**src/rtl/gf_mux_n_seq.sv**
```systemverilog
// N-channel glitch-free data mux: select changes run break-before-make, and the
// registered output holds idle_val for BREAK_CYCLES+1 cycles across a switch.
module gf_mux_n_seq #(
    parameter  int N            = 4,
    parameter  int WIDTH        = 8,
    parameter  int BREAK_CYCLES = 2,
    parameter  int RESET_SEL    = 0,
    localparam int SEL_W        = $clog2(N)
) (
    input  logic                 clk,
    input  logic                 rst,
    input  logic [N*WIDTH-1:0]   ch_data,
    input  logic [N-1:0]         ch_en,
    input  logic [WIDTH-1:0]     idle_val,
    input  logic                 sel_valid,
    input  logic [SEL_W-1:0]     sel_req,
    output logic                 sel_ready,
    output logic [WIDTH-1:0]     mux_out,
    output logic [SEL_W-1:0]     cur_sel,
    output logic                 switching,
    output logic                 sel_done,
    output logic                 sel_err
);

    localparam int CNT_W = (BREAK_CYCLES > 1) ? $clog2(BREAK_CYCLES) : 1;

    typedef enum logic {
        ST_RUN,
        ST_BREAK
    } state_t;

    state_t             r_state;
    state_t             w_state_nxt;
    logic [CNT_W-1:0]   r_cnt;
    logic [CNT_W-1:0]   w_cnt_nxt;
    logic [SEL_W-1:0]   r_cur_sel;
    logic [SEL_W-1:0]   w_cur_sel_nxt;
    logic [SEL_W-1:0]   r_target;
    logic [SEL_W-1:0]   w_target_nxt;
    logic [WIDTH-1:0]   r_mux;
    logic [WIDTH-1:0]   w_mux_nxt;
    logic [WIDTH-1:0]   w_run_val;
    logic               r_done;
    logic               w_done_nxt;
    logic               r_err;
    logic               w_err_nxt;
    logic               w_accept;
    logic               w_req_oob;

    assign sel_ready = (r_state == ST_RUN) & ~rst;
    assign w_accept  = sel_valid & sel_ready;
    assign w_req_oob = ({{(32-SEL_W){1'b0}}, sel_req} >= 32'(N));
    assign w_run_val = ch_en[r_cur_sel] ? ch_data[r_cur_sel*WIDTH +: WIDTH] : idle_val;

    always_comb begin
        w_state_nxt   = r_state;
        w_cnt_nxt     = r_cnt;
        w_cur_sel_nxt = r_cur_sel;
        w_target_nxt  = r_target;
        w_mux_nxt     = w_run_val;
        w_done_nxt    = 1'b0;
        w_err_nxt     = 1'b0;
        case (r_state)
            ST_RUN: begin
                if (w_accept) begin
                    if (w_req_oob) begin
                        w_err_nxt = 1'b1;
                    end else if (sel_req == r_cur_sel) begin
                        w_done_nxt = 1'b1;
                    end else begin
                        // Break starts on the accepting edge itself.
                        w_state_nxt  = ST_BREAK;
                        w_cnt_nxt    = CNT_W'(BREAK_CYCLES - 1);
                        w_target_nxt = sel_req;
                        w_mux_nxt    = idle_val;
                    end
                end
            end
            ST_BREAK: begin
                w_mux_nxt = idle_val;
                if (r_cnt == '0) begin
                    w_cur_sel_nxt = r_target;
                    w_state_nxt   = ST_RUN;
                    w_done_nxt    = 1'b1;
                end else begin
                    w_cnt_nxt = r_cnt - 1'b1;
                end
            end
            default: w_state_nxt = ST_RUN;
        endcase
    end

    always_ff @(posedge clk) begin
        if (rst) begin
            r_state   <= ST_RUN;
            r_cnt     <= '0;
            r_cur_sel <= SEL_W'(RESET_SEL);
            r_target  <= SEL_W'(RESET_SEL);
            r_mux     <= '0;
            r_done    <= 1'b0;
            r_err     <= 1'b0;
        end else begin
            r_state   <= w_state_nxt;
            r_cnt     <= w_cnt_nxt;
            r_cur_sel <= w_cur_sel_nxt;
            r_target  <= w_target_nxt;
            r_mux     <= w_mux_nxt;
            r_done    <= w_done_nxt;
            r_err     <= w_err_nxt;
        end
    end

    assign mux_out   = r_mux;
    assign cur_sel   = r_cur_sel;
    assign switching = (r_state == ST_BREAK);
    assign sel_done  = r_done;
    assign sel_err   = r_err;

endmodule
```
**config.mk**
```make
export PLATFORM = sky130hd
export DESIGN_NAME = gf_mux_n_seq
export DESIGN_NICKNAME = d
export VERILOG_FILES = /design/src/rtl/gf_mux_n_seq.sv
export SDC_FILE = /design/constraint.sdc
export NUM_CORES = 1
export LEC_CHECK = 0
export BUFFER_PORTS_ARGS = -buffer_cell sky130_fd_sc_hd__buf_2
export CAP_MARGIN = 20
export CORE_AREA = 3 3 59 61
export DETAILED_ROUTE_END_ITERATION = 7
export DIE_AREA = 0 0 62 64
export PLACE_DENSITY_LB_ADDON = 0.1
export REMOVE_ABC_BUFFERS = 1
export SLEW_MARGIN = 25
export SYNTH_ARGS = -nofsm -noshare
export SYNTH_HDL_FRONTEND = slang
export SYNTH_SLANG_ARGS = --single-unit
export TNS_END_PERCENT = 50
```
**constraint.sdc**
```tcl
create_clock -name clk -period 1.4 [get_ports clk]
set_input_delay 0.07 -clock clk [delete_from_list [all_inputs] [get_ports clk]]
set_output_delay 0.07 -clock clk [all_outputs]
set_load 0.02 [all_outputs]
```
==> results of run 1 <==
[worst min-delay path, cell delays in order]
cell,delay [ns]
buf_2,0.10
o31ai_2,0.06
a21oi_2,0.05
[flip-flops by register name, indices dropped and copies added (netlist names)]
name and flops:
r_target 2, switching 1, mux_out 8, r_cnt 1
sel_done 1, cur_sel 2
[timing repair]
action | 4_1_cts | 5_1_grt
hold buffers | 0 | 0
resized for setup | 1 | 19
setup endpoints to repair | 3 | 10
gates cloned | 0 | 1
setup buffers | 0 | 0
pin swaps | 1 | 3
endpoints found under the hold margin | 0 | 0
[per-stage QoR]
step / power (W) / cell area (sq um)
6_report: 0.00106 / 1460
3_5_place_dp: 0.000778 / 1310
2_1_floorplan: 0.000645 / 888
5_1_grt: 0.00112 / 1460
3_3_place_gp: 0.000773 / 1310
4_1_cts: 0.00102 / 1330
[cell usage in the layout, fill, tap and decap left out, drive strengths merged]
master,count
xnor2,2
o21a,1
mux2,1
inv,1
nand4,8
mux2i,7
buf,67
conb,1
o21ai,1
mux4,8
clkbuf,5
o31ai,8
nor2,7
xor2,2
a21boi,1
a21oi,10
nand2b,2
o31a,1
dfxtp,15
[area by class of cell]
cell class,count,area (sq um)
Inverter,1,3.75
Fill cell,288,1570
Sequential cell,15,308
Tap cell,44,55.1
Clock buffer,4,26.3
Multi-Input combinational cell,60,676
Timing Repair Buffer,68,392
[cells by family (layout without fill, tap and decap cells)]
kind of cell	count (synthesis)	count (layout)	share of synthesized area, %
xor+xnor	4	4	5.22
compound gates	22	22	16.5
simple gates	17	17	9.27
mux	16	16	29.6
buf+inv	7	73	7.70
other cells	1	1	0.391
flops	15	15	31.3
[routing by layer]
| layer | up-vias | wire length, um | global-route usage (%) |
|---|---|---|---|
| li1 | 455 | - | - |
| met1 | 455 | 1150 | 18.4 |
| met2 | 40 | 1280 | 19.7 |
| met3 | 4 | 207 | 3.43 |
| met4 | 0 | 27 | 3.18 |
| met5 | - | 0 | 0 |
[cells in the mapped netlist (all sizes together) (2+ instances only)]
library cell,instances
dfxtp,15
a21oi,10
mux4,8
nand4,8
o31ai,8
mux2i,7
nor2,7
buf,5
nand2b,2
xnor2,2
xor2,2
[where the power goes]
| group | switching [W] | internal (W) |
|---|---|---|
| combinational | 0.000172 | 0.000163 |
| clock | 0.000144 | 0.000111 |
| sequential | 0.0000130 | 0.000454 |
[worst paths after layout]
path / startpoint / to / cells past startpoint
worst max register to register: cur_sel[0] / mux_out[4] / 5
worst min-delay path: idle_val[5] / mux_out[5] / 3
worst min register to register: r_target[0] / r_target[0] / 2
worst max-delay path: cur_sel[0] / mux_out[4] / 5
==> summary.md, run 1 <==
| Metric | Value |
|---|---|
| Die Area | `between 3000 and 4000 sq um` |
| Vias/cell | `4.97` |
| Drc violations | `0` |
| Layout cells sized above 1 | `between 60 and 70%` |
| Crit end category | `flop` |
| GRT Util Overall | `13.1%` |
| Crit-path slowest cell | `dfxtp_4` |
| # rows | `20` |
| Distinct cells, synth | `24` |
| Clock Pin Slew Worst Setup and Hold Paths | `roughly 0.09 ns` |
| Post-Syn Area | `~960 sq um` |
| WP data required | `roughly 1.6 ns` |
| Final Non-Filler Cells | `between 150 and 200` |
| Congestion Overflow GR | `0` |
| Top Ports | `63` |
| Iteration-0 DRC Markers | `14` |
| Status | `complete, no violations` |
| Largest net degree at the start of global routing | `16` |
| Leak | `~0.65 nW` |
| CTS tree | `done` |
| Setup violations, final | `0` |
| RSZ-0062 raised after global routing | `yes` |
| Number of I/O port buffers | `61` |
| Vias in the first global route | `roughly 850` |
| FF+latch count, synth | `15` |
| Max rail drop VDD | `around 290 uV` |
| Final WL | `2670 um` |
| Synth warn | `0` |
| CP delay by family, top | `compound AO/OA/AOI/OAI gates` |
| Pwr/cell area | `723 nW/um^2` |
| Post-route ant nets | `0` |
| Synthesized instance count | `just over 80` |
| Final Max Slew Viols | `0` |
| Placed insts | `187` |
| WS Path Type | `flop to flop` |
| Die height | `around 64 um` |
| Initial antenna violation count | `0` |
| Total CTS buffers | `3` |
| Synth area leader | `dfxtp_1` |
| Total core area | `3030 sq um` |
| Number of synthesized flops with an enable pin | `0` |
| Post-synth ARST share | `0%` |
| Startpoint types | `flop` |
| Chip Width | `a little over 60 um` |
| Vias after detailed routing | `roughly 950` |
| Final Util | `48.2%` |
| Placer Congestion | `0.748` |
| Clock Path Buffers | `2` |
| Skew-Pair Late Insertion Delay | `between 0.2 and 0.3 ns` |
| CP Cell Sequence | `buf_4, xnor2_4, a21boi_4, o31ai_1, a21oi_1` |
| Register area share after synthesis | `31.3%` |
| Nets | `roughly 200` |
| Hold Fails Final Rpt | `0` |
| Antenna Cells | `0` |
| Syn_area_per_cell | `approximately 12 sq um` |
| Initial core utilization | `a little under a third` |
| Fmax | `about 730 MHz` |
| Setup WS pre-CTS | `between 0.01 and 0.015 ns` |
| Worst EP arrival | `1.58 ns` |
| Hold slack | `about 0.034 ns` |
| CP peak stage delay | `around 0.37 ns` |
| Setup TNS | `0 ns` |
| Period utilization | `approximately 100%` |
| Clk root buf | `clkbuf_4` |
| Clock sink count | `15` |
| Largest fanout on the critical path | `9` |
| Worst min-delay path category | `input port to flop` |
| Flop2flop setup slack | `~0.033 ns` |
| Syn-to-layout area delta | `52.3%` |
| Max Cap Viol | `0` |
| Setup ws final | `about 0.033 ns` |
| Worst path bufs/invs | `1` |
| Final HPWL DP | `2120 um` |
| Routed wire per std cell | `between 10 and 15 um` |
| Worst Skew | `~0.0016 ns` |
| Crit path time final | `around 1.4 ns` |
| First-pass DRT Iterations | `4` |
| Top cell type's share of synthesized area | `roughly 31%` |
| Synth area leaders | `dfxtp_1 31%, mux4_1 11%, mux4_2 9.4%, mux2i_1 6.3%, o31ai_1 6.3%` |
| Top FF cell, synth | `dfxtp_1` |
| H-tree levels | `1` |
| First-pass GRT wire length | `approximately 3900 um` |
(Power assumes the default switching activity.)
==> inputs of run 2 (changes only) <==
CORE_AREA = 3 3 68 54   (was 3 3 59 61)
DIE_AREA = 0 0 71 57   (was 0 0 62 64)
==> summary.md, run 2 (synthesis results as in run 1) <==
| Metric | Value |
|---|---|
| CP Cell Sequence | `buf_4, mux2_4, o31ai_1, a21oi_1` |
| Commonest non-fill, non-tap cell in the layout | `buf_2` |
| Largest fanout on the critical path | `8` |
| Initial core utilization | `approximately 32%` |
| Crit path time final | `approximately 1.3 ns` |
| Crit-path slowest cell | `mux2_4` |
| Largest net degree at the start of global routing | `16` |
| Met3 WL | `286 um` |
| Final HPWL DP | `about 2100 um` |
| Vias after detailed routing | `915` |
| Clock Pin Slew Worst Setup and Hold Paths | `approximately 0.06 ns` |
| Total core area | `2980 sq um` |
| WP data required | `approximately 1.5 ns` |
| Max reg flops | `8` |
| Switch share | `29.2%` |
| Metal-1 WL | `1170 um` |
| CTS tree | `done` |
| Max rail drop VDD | `around 340 uV` |
| First-pass DRT Iterations | `4` |
| Leak | `about 0.63 nW` |
| Commonest non-fill, non-tap cells in the layout | `61 x buf_2, 13 x dfxtp_1, 8 x mux4_2, 8 x nand4_1, 8 x a21oi_1` |
| H-tree levels | `1` |
| Layout cells sized above 1 | `62.4%` |
| Initial antenna violation count | `0` |
| Chip Width | `between 70 and 80 um` |
| Crit end category | `flop` |
| Setup TNS | `0 ns` |
| Clk pwr share | `a little under a third` |
| Congestion Overflow GR | `0` |
| Vias in the first global route | `around 880` |
| Skew-Pair Late Insertion Delay | `about 0.25 ns` |
| Iteration-0 DRC Markers | `64` |
| Die Area | `between 4000 and 5000 sq um` |
| Syn-to-layout area delta | `43.6%` |
| Drc violations | `0` |
| Clock Path Buffers | `2` |
| Hold Fails Final Rpt | `0` |
| Post-route ant nets | `0` |
| Pwr/cell area | `approximately 830 nW/um^2` |
| Combinational power share | `between 20% and 30%` |
| RSZ-0062 raised after global routing | `yes` |
| Nets | `between 150 and 200` |
| Worst path bufs/invs | `1` |
| Uppermost layer routed | `met4` |
| Final WL | `between 2000 and 3000 um` |
| First-pass GRT wire length | `3990 um` |
| Startpoint types | `flop` |
| Max Cap Viol | `0` |
| Die height | `between 50 and 60 um` |
| Internal power | `0.000810 W` |
| CP delay by family, top | `multiplexers` |
| WS Path Type | `flop to flop` |
| Routed wire per std cell | `roughly 14 um` |
| GRT Util Overall | `around 13%` |
| Worst min-delay path category | `input port to flop` |
| Period utilization | `96.4%` |
| CP peak stage delay | `~0.36 ns` |
| Vias/cell | `4.89` |
| Fin area | `about 1400 sq um` |
| Dpl cell area | `around 1300 sq um` |
| # rows | `17` |
| Setup violations, final | `0` |
| Top Ports | `63` |
| Worst Skew | `around 0.002 ns` |
| Fmax | `741 MHz` |
| Placer Congestion | `between 0.7 and 0.8` |
| Total CTS buffers | `3` |
| Clk root buf | `clkbuf_8` |
| Status | `complete, no violations` |
| Number of I/O port buffers | `just over 60` |
| Length of routed met2 wiring | `about 1100 um` |
| Hold-fix buffers, CTS | `0` |
| Final Max Slew Viols | `0` |
| Worst EP arrival | `between 1 and 1.5 ns` |
| Flop pwr share | `between 40% and 50%` |
| Switching power | `approximately 0.00033 W` |
| Antenna Cells | `0` |
| Clock sink count | `15` |
==> run 2: cell types whose count changed in the layout (fill, tap and decap cells not counted), moves of 3 or more <==
cell	change
mux4_1	-4
clkbuf_4	-3
o31ai_1	+4
clkbuf_8	+3
o31ai_2	-4
mux4_2	+4
==> run 2: per-stage QoR <==
step / worst slack (ns) / instances / util [%] / hold WS (ns) / total power [W]
finish: 0.0507 / 187 / 46.2 / 0.0708 / 0.00114
global route: -0.0153 / 187 / 46.2 / 0.0859 / 0.00120
CTS: 0.000345 / 187 / 45.5 / 0.0725 / 0.00114
detailed placement: -0.0750 / 183 / 43.7 / 0.337 / 0.000782
global placement: -0.0591 / 183 / 43.7 / 0.335 / 0.000779
floorplan: -0.334 / 76 / - / 0.139 / 0.000645
==> run 2: worst register-to-register path, cell delays in order (launching register included) <==
cell and delay [ns]:
dfxtp_2 0.35, buf_4 0.17, mux2_4 0.36, o31ai_1 0.24, a21oi_1 0.10
==> run 2: layout make-up <==
cell class	instances	area, sq um
multi-input combinational	60	603
tap	38	47.5
fill	301	1600
timing repair buffer	69	373
sequential	15	303
inverter	1	3.75
clock inverter	1	5.00
clock buffer	3	41.3
==> run 2: final timing paths <==
kind,start,endpoint,slack [ns],cells past startpoint
setup / recovery,cur_sel[0],mux_out[6],0.05,4
hold reg to reg,r_cnt,r_cnt,0.50,1
setup reg to reg,cur_sel[0],mux_out[6],0.05,4
hold / removal,idle_val[2],mux_out[2],0.07,3
==> run 2: power groups by stage <==
stage	sequential [W]	combinational (W)	clock, W
floorplan	0.000517	0.000128	0
global placement	0.000477	0.000302	0
detailed placement	0.000479	0.000304	0
CTS	0.000469	0.000309	0.000366
global route	0.000472	0.000346	0.000385
finish	0.000469	0.000317	0.000358
==> run 2: repair_timing <==
item / CTS / global route
pin swaps: 1 / 2
endpoints found under the setup margin: 7 / 10
resized for setup: 5 / 8
setup buffers: 0 / 0
==> run 2: per-layer routing <==
layer / up-vias / track usage (%)
li1: 451 / -
met1: 413 / 17.0
met2: 49 / 19.2
met3: 2 / 4.75
met4: 0 / 2.41
met5: - / 0
==> inputs of run 3 (changes only) <==
SETUP_SLACK_MARGIN = 0.1   (was default)
==> summary.md, run 3 (synthesis results as in run 1) <==
| Metric | Value |
|---|---|
| Status | `complete, no violations` |
| Antenna Cells | `0` |
| Worst EP arrival | `around 1.5 ns` |
| WS Path Type | `flop to flop` |
| Placed insts | `between 150 and 200` |
| Hold Crit Endpoint | `mux_out[1]` |
| Largest net degree at the start of global routing | `16` |
| Hold Fails Final Rpt | `0` |
| Placer Congestion | `between 0.7 and 0.8` |
| Number of I/O port buffers | `slightly above 60` |
| Max Cap Viol | `0` |
| Leak | `0.668 nW` |
| Vias/cell | `just under 5` |
| Period utilization | `97.4%` |
| Worst min-delay path category | `input port to flop` |
| Chip Width | `approximately 70 um` |
| Reg2reg start | `cur_sel[0]` |
| Total core area | `approximately 3000 sq um` |
| Pwr/cell area | `between 700 and 800 nW/um^2` |
| First-pass DRT Iterations | `4` |
| Post-route ant nets | `0` |
| Final Max Slew Viols | `0` |
| Max rail drop VDD | `~350 uV` |
| Flop2flop setup slack | `between 0.03 and 0.04 ns` |
| Iteration-0 DRC Markers | `60` |
| Startpoint types | `flop` |
| Vias in the first global route | `slightly above 900` |
| Layout cells sized above 1 | `between 60 and 70%` |
| Setup violations, final | `0` |
| Die Area | `around 4000 sq um` |
| Skew-Pair Late Insertion Delay | `between 0.2 and 0.3 ns` |
| WP data required | `approximately 1.5 ns` |
| Worst Skew | `roughly 0.0029 ns` |
| Final HPWL DP | `2130 um` |
| Crit end category | `flop` |
| Total power | `0.00116 W` |
| Final WL | `between 2000 and 3000 um` |
| Hold-fix buffers, CTS | `0` |
| Worst hold start | `idle_val[1]` |
| Clock sink count | `15` |
| H-tree levels | `1` |
| Worst Hold Path Cells | `3` |
| Max reg flops | `8` |
| CTS tree | `done` |
| Crit path time final | `roughly 1.4 ns` |
| Vias after detailed routing | `~940` |
| Setup WS pre-CTS | `-0.0750 ns` |
| Fin area | `1480 sq um` |
| Largest fanout on the critical path | `8` |
| Clk root buf | `clkbuf_8` |
| Syn-to-layout area delta | `54.6%` |
| Fillers | `289` |
| Routed wire per std cell | `roughly 14 um` |
| Commonest non-fill, non-tap cells in the layout | `61 x buf_2, 13 x dfxtp_1, 9 x buf_4` |
| Initial core utilization | `around a third` |
| Congestion Overflow GR | `0` |
| R2R depth | `4` |
| Nets | `204` |
| GRT Util Overall | `13.1%` |
| Dpl cell area | `1300 sq um` |
| Initial antenna violation count | `0` |
| RSZ-0062 raised after global routing | `yes` |
| Setup ws final | `around 0.036 ns` |
| # rows | `17` |
| FF-to-FF End | `mux_out[7]` |
| Clock Pin Slew Worst Setup and Hold Paths | `0.06 ns` |
| Commonest non-fill, non-tap cell in the layout | `buf_2` |
| Total CTS buffers | `3` |
| Drc violations | `0` |
| Fmax | `around 730 MHz` |
| Die height | `57 um` |
| Top Ports | `63` |
| Register area | `308 sq um` |
| Clock Path Buffers | `2` |
| Final Non-Filler Cells | `between 150 and 200` |
| First-pass GRT wire length | `around 4200 um` |
| Hold slack | `around 0.074 ns` |
| Multi-input gate area | `~650 sq um` |
## run 3: repair_timing
action,CTS,global route
hold endpoints to repair,0,0
setup endpoints to repair,10,10
gates resized for setup,12,13
pin swaps,3,7
setup buffers,3,2
## run 3: through the flow
step / utilization, % / TNS [ns]
finish: 49.7 / 0
global route: 49.7 / -0.0103
CTS: 46.5 / 0
detailed placement: 43.7 / -0.208
global placement: 43.7 / -0.162
floorplan: - / -3.15
## run 3: where the power goes
group	switching [W]	internal [W]
clock	0.000157	0.000197
sequential	0.0000113	0.000455
combinational	0.000173	0.000170
total	0.000342	0.000822
## run 3: worst max-delay path by stage
stage                     startpoint          to  slack [ns]  cells past startpoint
final                     cur_sel[0]  mux_out[7]        0.04                      4
after global routing      cur_sel[1]  mux_out[7]       -0.01                      6
after CTS                 cur_sel[0]  mux_out[5]        0.05                      4
after detailed placement  cur_sel[0]  mux_out[5]       -0.08                      4
after global placement    cur_sel[0]  mux_out[3]       -0.06                      4
after floorplan           cur_sel[0]  mux_out[2]       -0.33                      3
## run 3: worst max-delay path, stage by stage, from the launching register on
cell and delay (ns):
dfxtp_4 0.37, buf_6 0.13, mux2_4 0.36, o31ai_1 0.30
a21oi_2 0.08
## run 3: cell type report
type	instances	area share [%]
Timing Repair Buffer	74	29.1
Sequential cell	15	20.8
Clock inverter	1	0.338
Tap cell	38	3.21
Multi-Input combinational cell	60	43.6
Inverter	1	0.253
Clock buffer	3	2.79
## run 3: per-layer routing
layer / track usage (%) / up-vias / share of wire [%]
met5: 0 / - / 0
met4: 2.41 / 0 / 0.45
met3: 4.75 / 2 / 10
met2: 20.1 / 54 / 45
met1: 17.9 / 430 / 44
li1: - / 458 / -
